$ cat src/rtl/sram_block_writer.sv
// rtl/sram_block_writer.sv - serialises ciphertext blocks into byte writes on an SRAM port
// Purpose: accepts one BLOCK_BYTES*8-bit block per blk_valid/blk_ready handshake.
//   Each block is written MSB byte first as BLOCK_BYTES consecutive SRAM writes at an
//   auto-incrementing write pointer, and then a one-cycle done pulse follows.
// Ports:
//   clk, rst                      clock, asynchronous active-high reset
//   blk_data/blk_valid/blk_ready  block input handshake
//   base_addr/addr_load           write pointer load (IDLE only)
//   w_en/r_en/addr/sram_output    SRAM write/read port
//   sram_input                    SRAM read data (one cycle after r_en)
//   done/verify_err/blk_count     completion pulse, readback result, block counter
// Optional feature: define READBACK_VERIFY_EN to read back and compare each block
//   after writing it. Without it, r_en and verify_err are tied low.
module sram_block_writer #(
  parameter int ADDR_WIDTH  = 16,
  parameter int BLOCK_BYTES = 8
) (
  input  logic                     clk,
  input  logic                     rst,
  input  logic [BLOCK_BYTES*8-1:0] blk_data,
  input  logic                     blk_valid,
  output logic                     blk_ready,
  input  logic [ADDR_WIDTH-1:0]    base_addr,
  input  logic                     addr_load,
  output logic                     w_en,
  output logic                     r_en,
  output logic [ADDR_WIDTH-1:0]    addr,
  output logic [7:0]               sram_output,
  input  logic [7:0]               sram_input,
  output logic                     done,
  output logic                     verify_err,
  output logic [15:0]              blk_count
);
  localparam int DW = BLOCK_BYTES * 8;
  localparam int IW = $clog2(BLOCK_BYTES) + 1;

`ifdef READBACK_VERIFY_EN
  typedef enum logic [1:0] {IDLE, WRITE, VERIFY, DONE} state_t;
`else
  typedef enum logic [1:0] {IDLE, WRITE, DONE} state_t;
`endif

  state_t                state_q, state_d;
  logic [ADDR_WIDTH-1:0] ptr_q, ptr_d;
  logic [IW-1:0]         idx_q, idx_d;
  logic [DW-1:0]         blk_q, blk_d;
  logic [15:0]           cnt_q, cnt_d;
  logic                  w_en_q, w_en_d;
  logic [ADDR_WIDTH-1:0] addr_q, addr_d;
  logic [7:0]            dout_q, dout_d;
  logic [ADDR_WIDTH-1:0] start;
`ifdef READBACK_VERIFY_EN
  logic                  r_en_q, r_en_d;
  logic                  err_q, err_d;
`else
  logic                  unused_sram_input;
  assign unused_sram_input = ^sram_input;
`endif

  // Byte i of the block, byte 0 being the most significant.
  function automatic logic [7:0] byte_at(input logic [DW-1:0] blk, input logic [IW-1:0] i);
    logic [7:0] b;
    b = '0;
    for (int k = 0; k < BLOCK_BYTES; k++) begin
      if (i == IW'(k)) b = blk[(BLOCK_BYTES-1-k)*8 +: 8];
    end
    return b;
  endfunction

  assign blk_ready   = (state_q == IDLE) && !rst;
  assign done        = (state_q == DONE);
  assign w_en        = w_en_q;
  assign addr        = addr_q;
  assign sram_output = dout_q;
  assign blk_count   = cnt_q;
`ifdef READBACK_VERIFY_EN
  assign r_en        = r_en_q;
  assign verify_err  = done && err_q;
`else
  assign r_en        = 1'b0;
  assign verify_err  = 1'b0;
`endif

  always_comb begin
    state_d = state_q;
    ptr_d   = ptr_q;
    idx_d   = idx_q;
    blk_d   = blk_q;
    cnt_d   = cnt_q;
    w_en_d  = w_en_q;
    addr_d  = addr_q;
    dout_d  = dout_q;
`ifdef READBACK_VERIFY_EN
    r_en_d  = r_en_q;
    err_d   = err_q;
`endif
    // A load in the same cycle as the handshake takes effect for that block.
    start   = addr_load ? base_addr : ptr_q;
    case (state_q)
      IDLE: begin
        if (addr_load) ptr_d = base_addr;
        if (blk_valid && blk_ready) begin
          // Byte 0 is issued on the accepting edge so the write port is registered.
          blk_d   = blk_data;
          idx_d   = IW'(1);
          w_en_d  = 1'b1;
          addr_d  = start;
          dout_d  = blk_data[DW-1 -: 8];
          ptr_d   = start + ADDR_WIDTH'(1);
          state_d = WRITE;
`ifdef READBACK_VERIFY_EN
          err_d   = 1'b0;
`endif
        end
      end
      WRITE: begin
        if (idx_q < IW'(BLOCK_BYTES)) begin
          w_en_d = 1'b1;
          addr_d = ptr_q;
          dout_d = byte_at(blk_q, idx_q);
          ptr_d  = ptr_q + ADDR_WIDTH'(1);
          idx_d  = idx_q + IW'(1);
        end else begin
          w_en_d = 1'b0;
`ifdef READBACK_VERIFY_EN
          // Pointer already sits one past the block, so the block start is ptr - BLOCK_BYTES.
          r_en_d  = 1'b1;
          addr_d  = ptr_q - ADDR_WIDTH'(BLOCK_BYTES);
          idx_d   = '0;
          state_d = VERIFY;
`else
          cnt_d   = cnt_q + 16'd1;
          state_d = DONE;
`endif
        end
      end
`ifdef READBACK_VERIFY_EN
      VERIFY: begin
        // idx_q counts verify cycles; read data for byte idx_q-1 arrives now.
        if (idx_q != '0 && sram_input != byte_at(blk_q, idx_q - IW'(1))) err_d = 1'b1;
        if (idx_q < IW'(BLOCK_BYTES - 1)) begin
          r_en_d = 1'b1;
          addr_d = ptr_q - ADDR_WIDTH'(BLOCK_BYTES) + ADDR_WIDTH'(idx_q) + ADDR_WIDTH'(1);
        end else begin
          r_en_d = 1'b0;
        end
        idx_d = idx_q + IW'(1);
        if (idx_q == IW'(BLOCK_BYTES)) begin
          cnt_d   = cnt_q + 16'd1;
          state_d = DONE;
        end
      end
`endif
      DONE:    state_d = IDLE;
      default: state_d = IDLE;
    endcase
  end

  always_ff @(posedge clk or posedge rst) begin
    if (rst) begin
      state_q <= IDLE;
      ptr_q   <= '0;
      idx_q   <= '0;
      blk_q   <= '0;
      cnt_q   <= '0;
      w_en_q  <= 1'b0;
      addr_q  <= '0;
      dout_q  <= '0;
`ifdef READBACK_VERIFY_EN
      r_en_q  <= 1'b0;
      err_q   <= 1'b0;
`endif
    end else begin
      state_q <= state_d;
      ptr_q   <= ptr_d;
      idx_q   <= idx_d;
      blk_q   <= blk_d;
      cnt_q   <= cnt_d;
      w_en_q  <= w_en_d;
      addr_q  <= addr_d;
      dout_q  <= dout_d;
`ifdef READBACK_VERIFY_EN
      r_en_q  <= r_en_d;
      err_q   <= err_d;
`endif
    end
  end
endmodule

$ cat config.mk
export PLATFORM = sky130hd
export DESIGN_NAME = sram_block_writer
export DESIGN_NICKNAME = d
export VERILOG_FILES = /design/src/rtl/sram_block_writer.sv
export SDC_FILE = /design/constraint.sdc
export NUM_CORES = 1
export LEC_CHECK = 0
export CAP_MARGIN = 40
export CORE_MARGIN = 1
export CORE_UTILIZATION = 30
export DETAILED_ROUTE_END_ITERATION = 7
export SYNTH_ARGS = -nofsm -noshare
export SYNTH_HDL_FRONTEND = slang
export SYNTH_SLANG_ARGS = --single-unit
$ cat constraint.sdc
create_clock -name clk -period 8.2 [get_ports clk]
set_input_delay 1.64 -clock clk [delete_from_list [all_inputs] [get_ports clk]]
set_output_delay 1.64 -clock clk [all_outputs]
set_load 0.05 [all_outputs]
==> results of run 1 <==
synth_stat cells (2+ instances only):
master	n	area share
a22oi_1	8	0.0089
nand4b_1	2	0.0026
a21o_1	2	0.0022
buf_4	2	0.0022
clkbuf_1	44	0.025
and3b_1	8	0.010
a21oi_1	33	0.025
a221oi_1	11	0.014
buf_1	4	0.0022
xnor2_1	16	0.021
nor3_1	7	0.0052
o211ai_1	4	0.0045
a31oi_1	5	0.0047
nand4_1	7	0.0065
o21a_1	4	0.0045
ha_1	7	0.013
dfrtp_1	127	0.47
a31o_2	2	0.0026
buf_6	2	0.0033
inv_1	14	0.0078
a32oi_1	9	0.012
a22o_1	2	0.0026
a211oi_1	2	0.0022
buf_2	3	0.0022
nand3b_1	5	0.0056
xor2_1	15	0.020
o21ai_0	38	0.028
o31ai_1	9	0.010
nor2b_1	12	0.011
nor2_1	30	0.017
mux2_2	2	0.0033
nand2_1	239	0.13
nand3_1	31	0.023
and3_1	8	0.0074
a32o_1	3	0.0045
o221ai_1	8	0.010
and4_1	2	0.0026
mux2i_1	25	0.037
nor4_1	2	0.0019
power by group through the flow:
stage	combinational [uW]	sequential, uW	clock (uW)
2_1_floorplan	905	1290	0
3_3_place_gp	1480	1170	0
3_5_place_dp	1520	1170	0
4_1_cts	1530	1170	762
5_1_grt	1670	1210	785
6_report	1510	1170	747
metal layers:
metal	share of wire	global-route usage	vias up
li1	-	-	2865
met1	0.47	0.2322	2835
met2	0.46	0.2727	158
met3	0.050	0.03563	20
met4	0.014	0.05396	0
met5	0	0	-
logic make-up after synthesis:
| kind of cell | after synthesis |
|---|---|
| fa+ha+maj | 7 |
| buf+inv | 70 |
| mux | 27 |
| other cells | 1 |
| compound gates | 149 |
| simple gates | 362 |
| xor+xnor | 31 |
| flops | 127 |
cell type report:
class                   count  share of cell area
multi-input cells         578              0.3714
clock inverters            14             0.01666
repair buffers            135              0.1549
well taps                 280             0.03986
inverters                  15            0.006691
flip-flops and latches    127              0.3616
clock buffers              18             0.04883
state kept, by name, indices dropped and copies added, names as in the netlist:
name	count
w_en	1
sram_output	8
idx_q	4
addr	16
blk_q	64
state_q	2
ptr_q	16
blk_count	16
stage by stage:
| step | instance area, sq um | power, uW | util | hold WS [ns] |
|---|---|---|---|---|
| final | 8788 | 3428 | 0.4015 | 0.4676 |
| after global routing | 8788 | 3669 | 0.4015 | 0.4867 |
| after CTS | 8788 | 3453 | 0.4015 | 0.4685 |
| after detailed placement | 8213 | 2691 | 0.3752 | 0.4591 |
| after global placement | 8158 | 2655 | 0.3727 | 0.4544 |
| after floorplan | 6730 | 2193 | - | 0.4379 |
worst max path at each step:
stage	startpoint	endpoint	slack [ns]	cells past startpoint
after floorplan	rst	blk_q[21]$_DFFE_PP0P_	2.65	6
after global placement	rst	blk_ready	3.48	3
after detailed placement	rst	blk_ready	3.46	3
after CTS	rst	blk_ready	3.46	3
after global routing	rst	blk_ready	3.44	3
final	rst	blk_ready	3.47	3
==> metrics.txt, run 1 <==
final hold violation count 0; Layout Nets 973; CP top delay family buffers and inverters; CP most frequent cell clkdlybuf4s50_1; first-pass GRT wire length 30400 um; layout cell share with drive strength beyond 1 0.06088; Synth Area in XOR/XNOR 0.04036; number of CTS-inserted buffers 17; CTS max path bufs 2; Critical Path AT 3.09 ns; fin cells 1167; DRC viols 0; P per Cell Area 390.1 nW/um^2; DIE HEIGHT 151.7 um; WL/cell 16.21 um; Worst Min Path Start blk_count[15]$_DFFE_PP0P_; Tightest Pin Transition 0.9544 ns; std cell rows 54; Die Area 23030 sq um; RSZ-0062 raised after global routing false; Synth Warn # 0; Max-cap violations 0; clk slew on worst S/H paths 0.06 ns; fill count 2247; setup_tns 0 ns; post-synthesis cell type count 59; critical path fanouts, max 3; Setup Buffers After CTS 0; post-cts sizing count 0; Vias per Instance 5.037; multi-input logic area 3264 sq um; Setup crit end kind output pin; post-synthesis async set-or-reset flop share 1.000; DP Cell Count 1135; Yosys reg bits 127; cells along the critical path clkdlybuf4s50_1 -> nor2_1 -> clkdlybuf4s50_1; cts hold-fix bufs 0; final WL 18910 um; Setup crit start kind input port; Inserted Diodes 0; Comb pwr share 0.442; Critical path buffers and inverters 2; period utilisation layout 0.5767; Worst Setup Slack, final 3.471 ns; first-pass detailed-route iteration total 5; Sink Count 127; antenna-violating nets left 0; Final min period 4.729 ns; Netlist Area Pre-Place 6726 sq um; endpoints failing setup 0; most common cell after layout, fill and taps aside nand2_1; CP max stage delay 0.82 ns; Fmax 0.2115 GHz; maximum resistive drop on vdd 153.9 uV; WHS Endpoint blk_count[15]$_DFFE_PP0P_; register area share after synthesis 0.4725; Synth Area in Adders 0.01302; dpl hpwl 12990 um; largest net degree at the start of global routing 71; Hold Path Stages 1; Post-Synth Simple-Gate Area 0.2400; Reg-to-Reg End ptr_q[15]$_DFFE_PP0P_; # H-tree levels 4; Reg power frac 0.340; Clock Power Share 0.218; initial antenna violation count 0; Vias 5878; post-synthesis cell count 774; Net Sw Frac 0.4469; most frequent cells in the layout nand2_1, dfrtp_1, clkdlybuf4s50_1; GRT Util Overall 0.1715; Area Overhead vs Synth 30.65%; r2r setup slk 5.14 ns; Place WS 3.463 ns; clock latency on the worst-skew pair 0.42 ns; Sequential Area 3178 sq um; Pleak 0.003948 uW; core area 21890 sq um; R2R cell count 6; worst flop-to-flop path startpoint state_q[0]$_DFFE_PP0P_; status complete, no violations; starting density of the core 0.3073; clock root buffer clkbuf_16; # port buffers 126; largest family of logic cells by synthesized area simple AND/OR/NAND/NOR gates; WS Path Type input port to output pin; post-synthesis mux area share 0.04055; gr ovfl total 0; EDFF count, synth 0; Rel. slew slack 0.3579; post-synthesis compound-gate area fraction 0.1501; Top FF cell, synth dfrtp_1; CTS tree yes; worst hold path type flop to flop; Die W 151.7 um; vias in the first global route 5865; Final Skew 0.006194 ns; Mapped Avg Cell Area 8.691 sq um; CP max stage cell clkdlybuf4s50_1; internal power 1896 uW; max-slew violations 0; RD Place Congestion 0.8288; 1st-iter DRT viols 354; # IOs 137; Critical Path RT 6.56 ns; switching power total 1532 uW
Power figures use the tool's default switching activity.
==> run 2, diff against run 1 <==
- clock period: 8.2 -> 4.5 ns (I/O delays scaled with it)
==> metrics.txt, run 2 (same netlist as run 1, synthesis figures left out) <==
clock root buffer clkbuf_16; WL/cell 15.87 um (-2.1%); maximum resistive drop on vdd 307.4 uV (+100%); DRC viols 0 (unchanged); fill count 2267 (+0.89%); Sink Count 127 (unchanged); Setup crit start kind flop; cells along the critical path buf_4 -> inv_1 -> nand2_1 -> nor2_1 -> clkdlybuf4s50_1; Tot Pwr 6192 uW (+81%); DIE HEIGHT 151.7 um (unchanged); first-pass GRT wire length 30530 um (+0.43%); CTS max path bufs 2 (unchanged); multi-input logic area 3264 sq um (unchanged); most frequent cells in the layout nand2_1, dfrtp_1, clkdlybuf4s50_1; most common cell after layout, fill and taps aside nand2_1; core area 21890 sq um (unchanged); Die W 151.7 um (unchanged); Max Used Layer met4; placed inst area 8229 sq um (+0.20%); max reg flops 64 (unchanged); Setup crit end kind output pin; Critical Path AT 2.53 ns (-0.56 ns); Reg power frac 0.336 (-0.004); DR WL met2 8637 um (-1.7%); Place WS 0.9256 ns (-2.538 ns); # H-tree levels 4 (unchanged); critical path fanouts, max 18 (+15); max-slew violations 0 (unchanged); GRT Util Overall 0.1717 (+0.0002158); post-route cell area 8788 sq um (unchanged); setup_tns 0 ns (unchanged); status complete, no violations; Die Area 23030 sq um (unchanged); CP top delay family buffers and inverters; P per Cell Area 704.6 nW/um^2 (+81%); largest net degree at the start of global routing 69 (-2.8%); Min Hold Slack 0.4708 ns (+0.003219 ns); Net Sw Frac 0.4481 (+0.001191); Setup Buffers After CTS 0 (unchanged); Fmax 0.2916 GHz; number of CTS-inserted buffers 17 (unchanged); detailed-route wire length on metal 1 8554 um (-4.1%); layout cell share with drive strength beyond 1 0.06412 (+0.003238); WS Path Type flop to output pin; post-cts sizing count 0 (unchanged); period utilisation layout 0.7621; Rel. slew slack 0.4481 (+0.09022); CTS tree yes; Inserted Diodes 0 (unchanged); Worst Setup Slack, final 1.070 ns (-2.401 ns); Critical Path RT 3.60 ns (-2.96 ns); Clock Power Share 0.213 (-0.005); endpoints failing setup 0 (unchanged); # IOs 137 (unchanged); Worst Min Path Start blk_q[27]$_DFFE_PP0P_; first-pass detailed-route iteration total 5 (unchanged); CP max stage delay 0.82 ns (about the same); dpl hpwl 12920 um (-0.52%); starting density of the core 0.3073 (unchanged); internal power 3418 uW (+80%); Final min period 3.430 ns; final hold violation count 0 (unchanged); worst hold path type flop to flop; Comb pwr share 0.452 (+0.010); cts hold-fix bufs 0 (unchanged); vias in the first global route 5871 (+0.10%); Area Overhead vs Synth 30.65% (unchanged); # port buffers 126 (unchanged); Largest Register blk_q; Vias per Instance 5.068 (+0.61%); switching power total 2775 uW (+81%); Pleak 0.003946 uW (about the same); Tightest Pin Transition 0.8279 ns (-0.1265 ns); Layout Nets 975 (+0.21%); gr ovfl total 0 (unchanged); Final Skew 0.009029 ns (+0.002835 ns); CP max stage cell clkdlybuf4s50_1; worst setup path start state_q[1]$_DFFE_PP0P_; Critical path buffers and inverters 3 (+1); clock latency on the worst-skew pair 0.42 ns (about the same); 1st-iter DRT viols 462 (+31%); Sequential Area 3178 sq um (unchanged); RSZ-0062 raised after global routing false; std cell rows 54 (unchanged); clk slew on worst S/H paths 0.06 ns (about the same); antenna-violating nets left 0 (unchanged); worst flop-to-flop path startpoint idx_q[1]$_DFFE_PP0P_; RD Place Congestion 0.8304 (+0.19%); final WL 18550 um (-1.9%); initial antenna violation count 0 (unchanged); Max-cap violations 0 (unchanged); Vias 5924 (+0.78%); WL met3 1017 um (+7.3%)
[run 2: final cells by class]
class	instances	area share
multi-input cells	578	0.3714
flip-flops and latches	127	0.3616
repair buffers	137	0.1566
clock buffers	18	0.04997
well taps	280	0.03986
clock inverters	14	0.01367
inverters	15	0.006834
[run 2: worst register-to-register path: cells and delay by family, from the launching register on]
| kind | cells | cell delay, ns |
|---|---|---|
| buffers and inverters | 1 | 0.10 |
| AND/OR/NAND/NOR | 1 | 0.68 |
| flip-flops | 1 | 0.40 |
| adder cells (fa/ha/maj) | 1 | 0.47 |
| AO/OA/AOI/OAI | 4 | 1.16 |
[run 2: through the flow]
step           std cells    util
3_3_place_gp        1136  0.3747
6_report            1169  0.4015
5_1_grt             1169  0.4015
2_1_floorplan        775       -
4_1_cts             1169  0.4015
3_5_place_dp        1137  0.3759
[run 2: path summary, 6_finish.rpt]
check                           cells after the start                         end  slack [ns]
worst max-delay path                                5                   blk_ready        1.07
worst min-delay path                                2       blk_q[27]$_DFFE_PP0P_        0.47
worst max register to register                      7  sram_output[7]$_DFFE_PP0P_        1.63
worst min register to register                      2       blk_q[27]$_DFFE_PP0P_        0.47
max in group asynchronous                           4       blk_q[61]$_DFFE_PP0P_        2.84
min in group asynchronous                           3  sram_output[6]$_DFFE_PP0P_        1.09
[run 2: power by group through the flow]
stage	combinational (uW)	sequential, uW	clock (uW)
after floorplan	1650	2350	0
after global placement	2760	2090	0
after detailed placement	2800	2100	0
after CTS	2810	2080	1340
after global routing	3110	2150	1400
final	2800	2080	1320
[run 2: metal layers]
| metal | up-vias | global-route usage |
|---|---|---|
| li1 | 2870 | - |
| met4 | 0 | 0.06485 |
| met1 | 2816 | 0.2340 |
| met3 | 26 | 0.03922 |
| met2 | 212 | 0.2636 |
| met5 | - | 0 |
==> run 3, diff against run 2 <==
- clock period: 4.5 -> 3.44 ns (I/O delays scaled with it)
==> metrics.txt, run 3 (same netlist as run 1, synthesis figures left out) <==
antenna-violating nets left 0 (unchanged); gr ovfl total 0 (unchanged); RSZ-0062 raised after global routing false; DIE HEIGHT 151.7 um (unchanged); Tightest Pin Transition 0.8776 ns (+0.04973 ns); first-pass GRT wire length 30650 um (+0.38%); Setup crit start kind flop; CTS tree yes; Critical Path AT 2.33 ns (-0.20 ns); # port buffers 126 (unchanged); endpoints failing setup 0 (unchanged); final WL 18790 um (+1.3%); Die W 151.7 um (unchanged); DP Cell Count 1142 (+0.44%); Max-cap violations 0 (unchanged); Setup Buffers After CTS 0 (unchanged); std cell rows 54 (unchanged); most common cell after layout, fill and taps aside nand2_1; Vias 5878 (-0.78%); Pleak 0.003983 uW (+0.94%); Final Skew 0.008628 ns (-0.0004016 ns); post-cts sizing count 0 (unchanged); layout cell share with drive strength beyond 1 0.07606 (+0.01195); max-slew violations 0 (unchanged); Vias per Instance 5.007 (-1.2%); RD Place Congestion 0.8549 (+3.0%); largest net degree at the start of global routing 128 (+86%); WL/cell 16.00 um (+0.86%); clock latency on the worst-skew pair 0.41 ns (about the same); starting density of the core 0.3073 (unchanged); # IOs 137 (unchanged); final hold violation count 0 (unchanged); Sink Count 127 (unchanged); GRT Util Overall 0.1731 (+0.001398); critical path fanouts, max 13 (-5); Layout Nets 980 (+0.51%); number of CTS-inserted buffers 17 (unchanged); Area Overhead vs Synth 31.96%; status complete, no violations; Inserted Diodes 0 (unchanged); core area 21890 sq um (unchanged); Largest Register blk_q; fin cells 1174 (+0.43%); max reg flops 64 (unchanged); period utilisation layout 0.8760; Setup crit end kind output pin; Die Area 23030 sq um (unchanged); cts hold-fix bufs 0 (unchanged); first-pass detailed-route iteration total 5 (unchanged); P per Cell Area 936.4 nW/um^2 (+33%); Critical Path RT 2.75 ns (-0.85 ns); CTS max path bufs 2 (unchanged); Min Hold Slack 0.4668 ns (-0.003945 ns); initial antenna violation count 0 (unchanged); vias in the first global route 5722 (-2.5%); Fmax 0.3319 GHz; dpl hpwl 12860 um (-0.53%); clk slew on worst S/H paths 0.06 ns (about the same); most frequent cells in the layout nand2_1, dfrtp_1, clkdlybuf4s50_1; maximum resistive drop on vdd 312.5 uV (+1.7%); 1st-iter DRT viols 406 (-12%); WS Path Type flop to output pin; DRC viols 0 (unchanged); clock root buffer clkbuf_16; # H-tree levels 4 (unchanged); Rel. slew slack 0.4095 (-0.03855); worst hold path type flop to flop; Final min period 3.013 ns
## run 3: changes by cell type in the layout (fill, tap and decap cells not counted), sizes merged
| cell | before | now |
|---|---|---|
| buf | 11 | 16 |
| bufinv | 0 | 2 |
| clkinv | 3 | 6 |
| clkinvlp | 4 | 3 |
| inv | 22 | 18 |
## run 3: per-layer routing
layer / vias up / part of all wire / GRT usage / wire length (um)
met5: - / 0 / 0 / 0
met4: 0 / 0.0070 / 0.04406 / 132
met3: 12 / 0.048 / 0.03443 / 897
met2: 166 / 0.46 / 0.2718 / 8654
met1: 2819 / 0.48 / 0.2422 / 9103
li1: 2881 / - / - / -
## run 3: worst paths after layout
kind	startpoint	to	slack, ns	cells past startpoint
worst min-delay path	blk_count[15]$_DFFE_PP0P_	blk_count[15]$_DFFE_PP0P_	0.47	1
worst min register to register	blk_count[15]$_DFFE_PP0P_	blk_count[15]$_DFFE_PP0P_	0.47	1
worst max-delay path	state_q[1]$_DFFE_PP0P_	done	0.43	3
max in group asynchronous	rst	blk_q[1]$_DFFE_PP0P_	1.95	4
min in group asynchronous	rst	addr[5]$_DFFE_PP0P_	0.99	4
worst max register to register	state_q[0]$_DFFE_PP0P_	ptr_q[15]$_DFFE_PP0P_	0.85	6
## run 3: power by group
part	total, uW	switching [uW]	internal, uW
Clock	1800	722	1080
Sequential	2760	595	2160
Combinational	3750	2360	1400
## run 3: area by class of cell
cell class                 count  area [sq um]
sequential                   127          3178
timing repair buffer         142          1406
inverter                      15         60.06
multi-input combinational    578          3297
fill                        2227         13020
tap                          280         350.3
clock buffer                  18         429.2
clock inverter                14         155.1
## run 3: metrics by stage
stage,instance area (sq um),worst slack (ns),power [uW],TNS [ns],utilization
CTS,8876,0.4451,8365,0,0.4055
global route,8876,0.3553,8922,0,0.4055
floorplan,6839,-0.09002,5363,-4.225,-
finish,8876,0.4267,8312,0,0.4055
detailed placement,8292,0.3004,6532,0,0.3788
global placement,8292,0.3294,6482,0,0.3788
## run 3: worst max-delay path, stage by stage (launching register included)
cell,delay (ns)
dfrtp_1,0.64
inv_1,0.26
nor2_1,0.18
clkdlybuf4s50_1,0.83
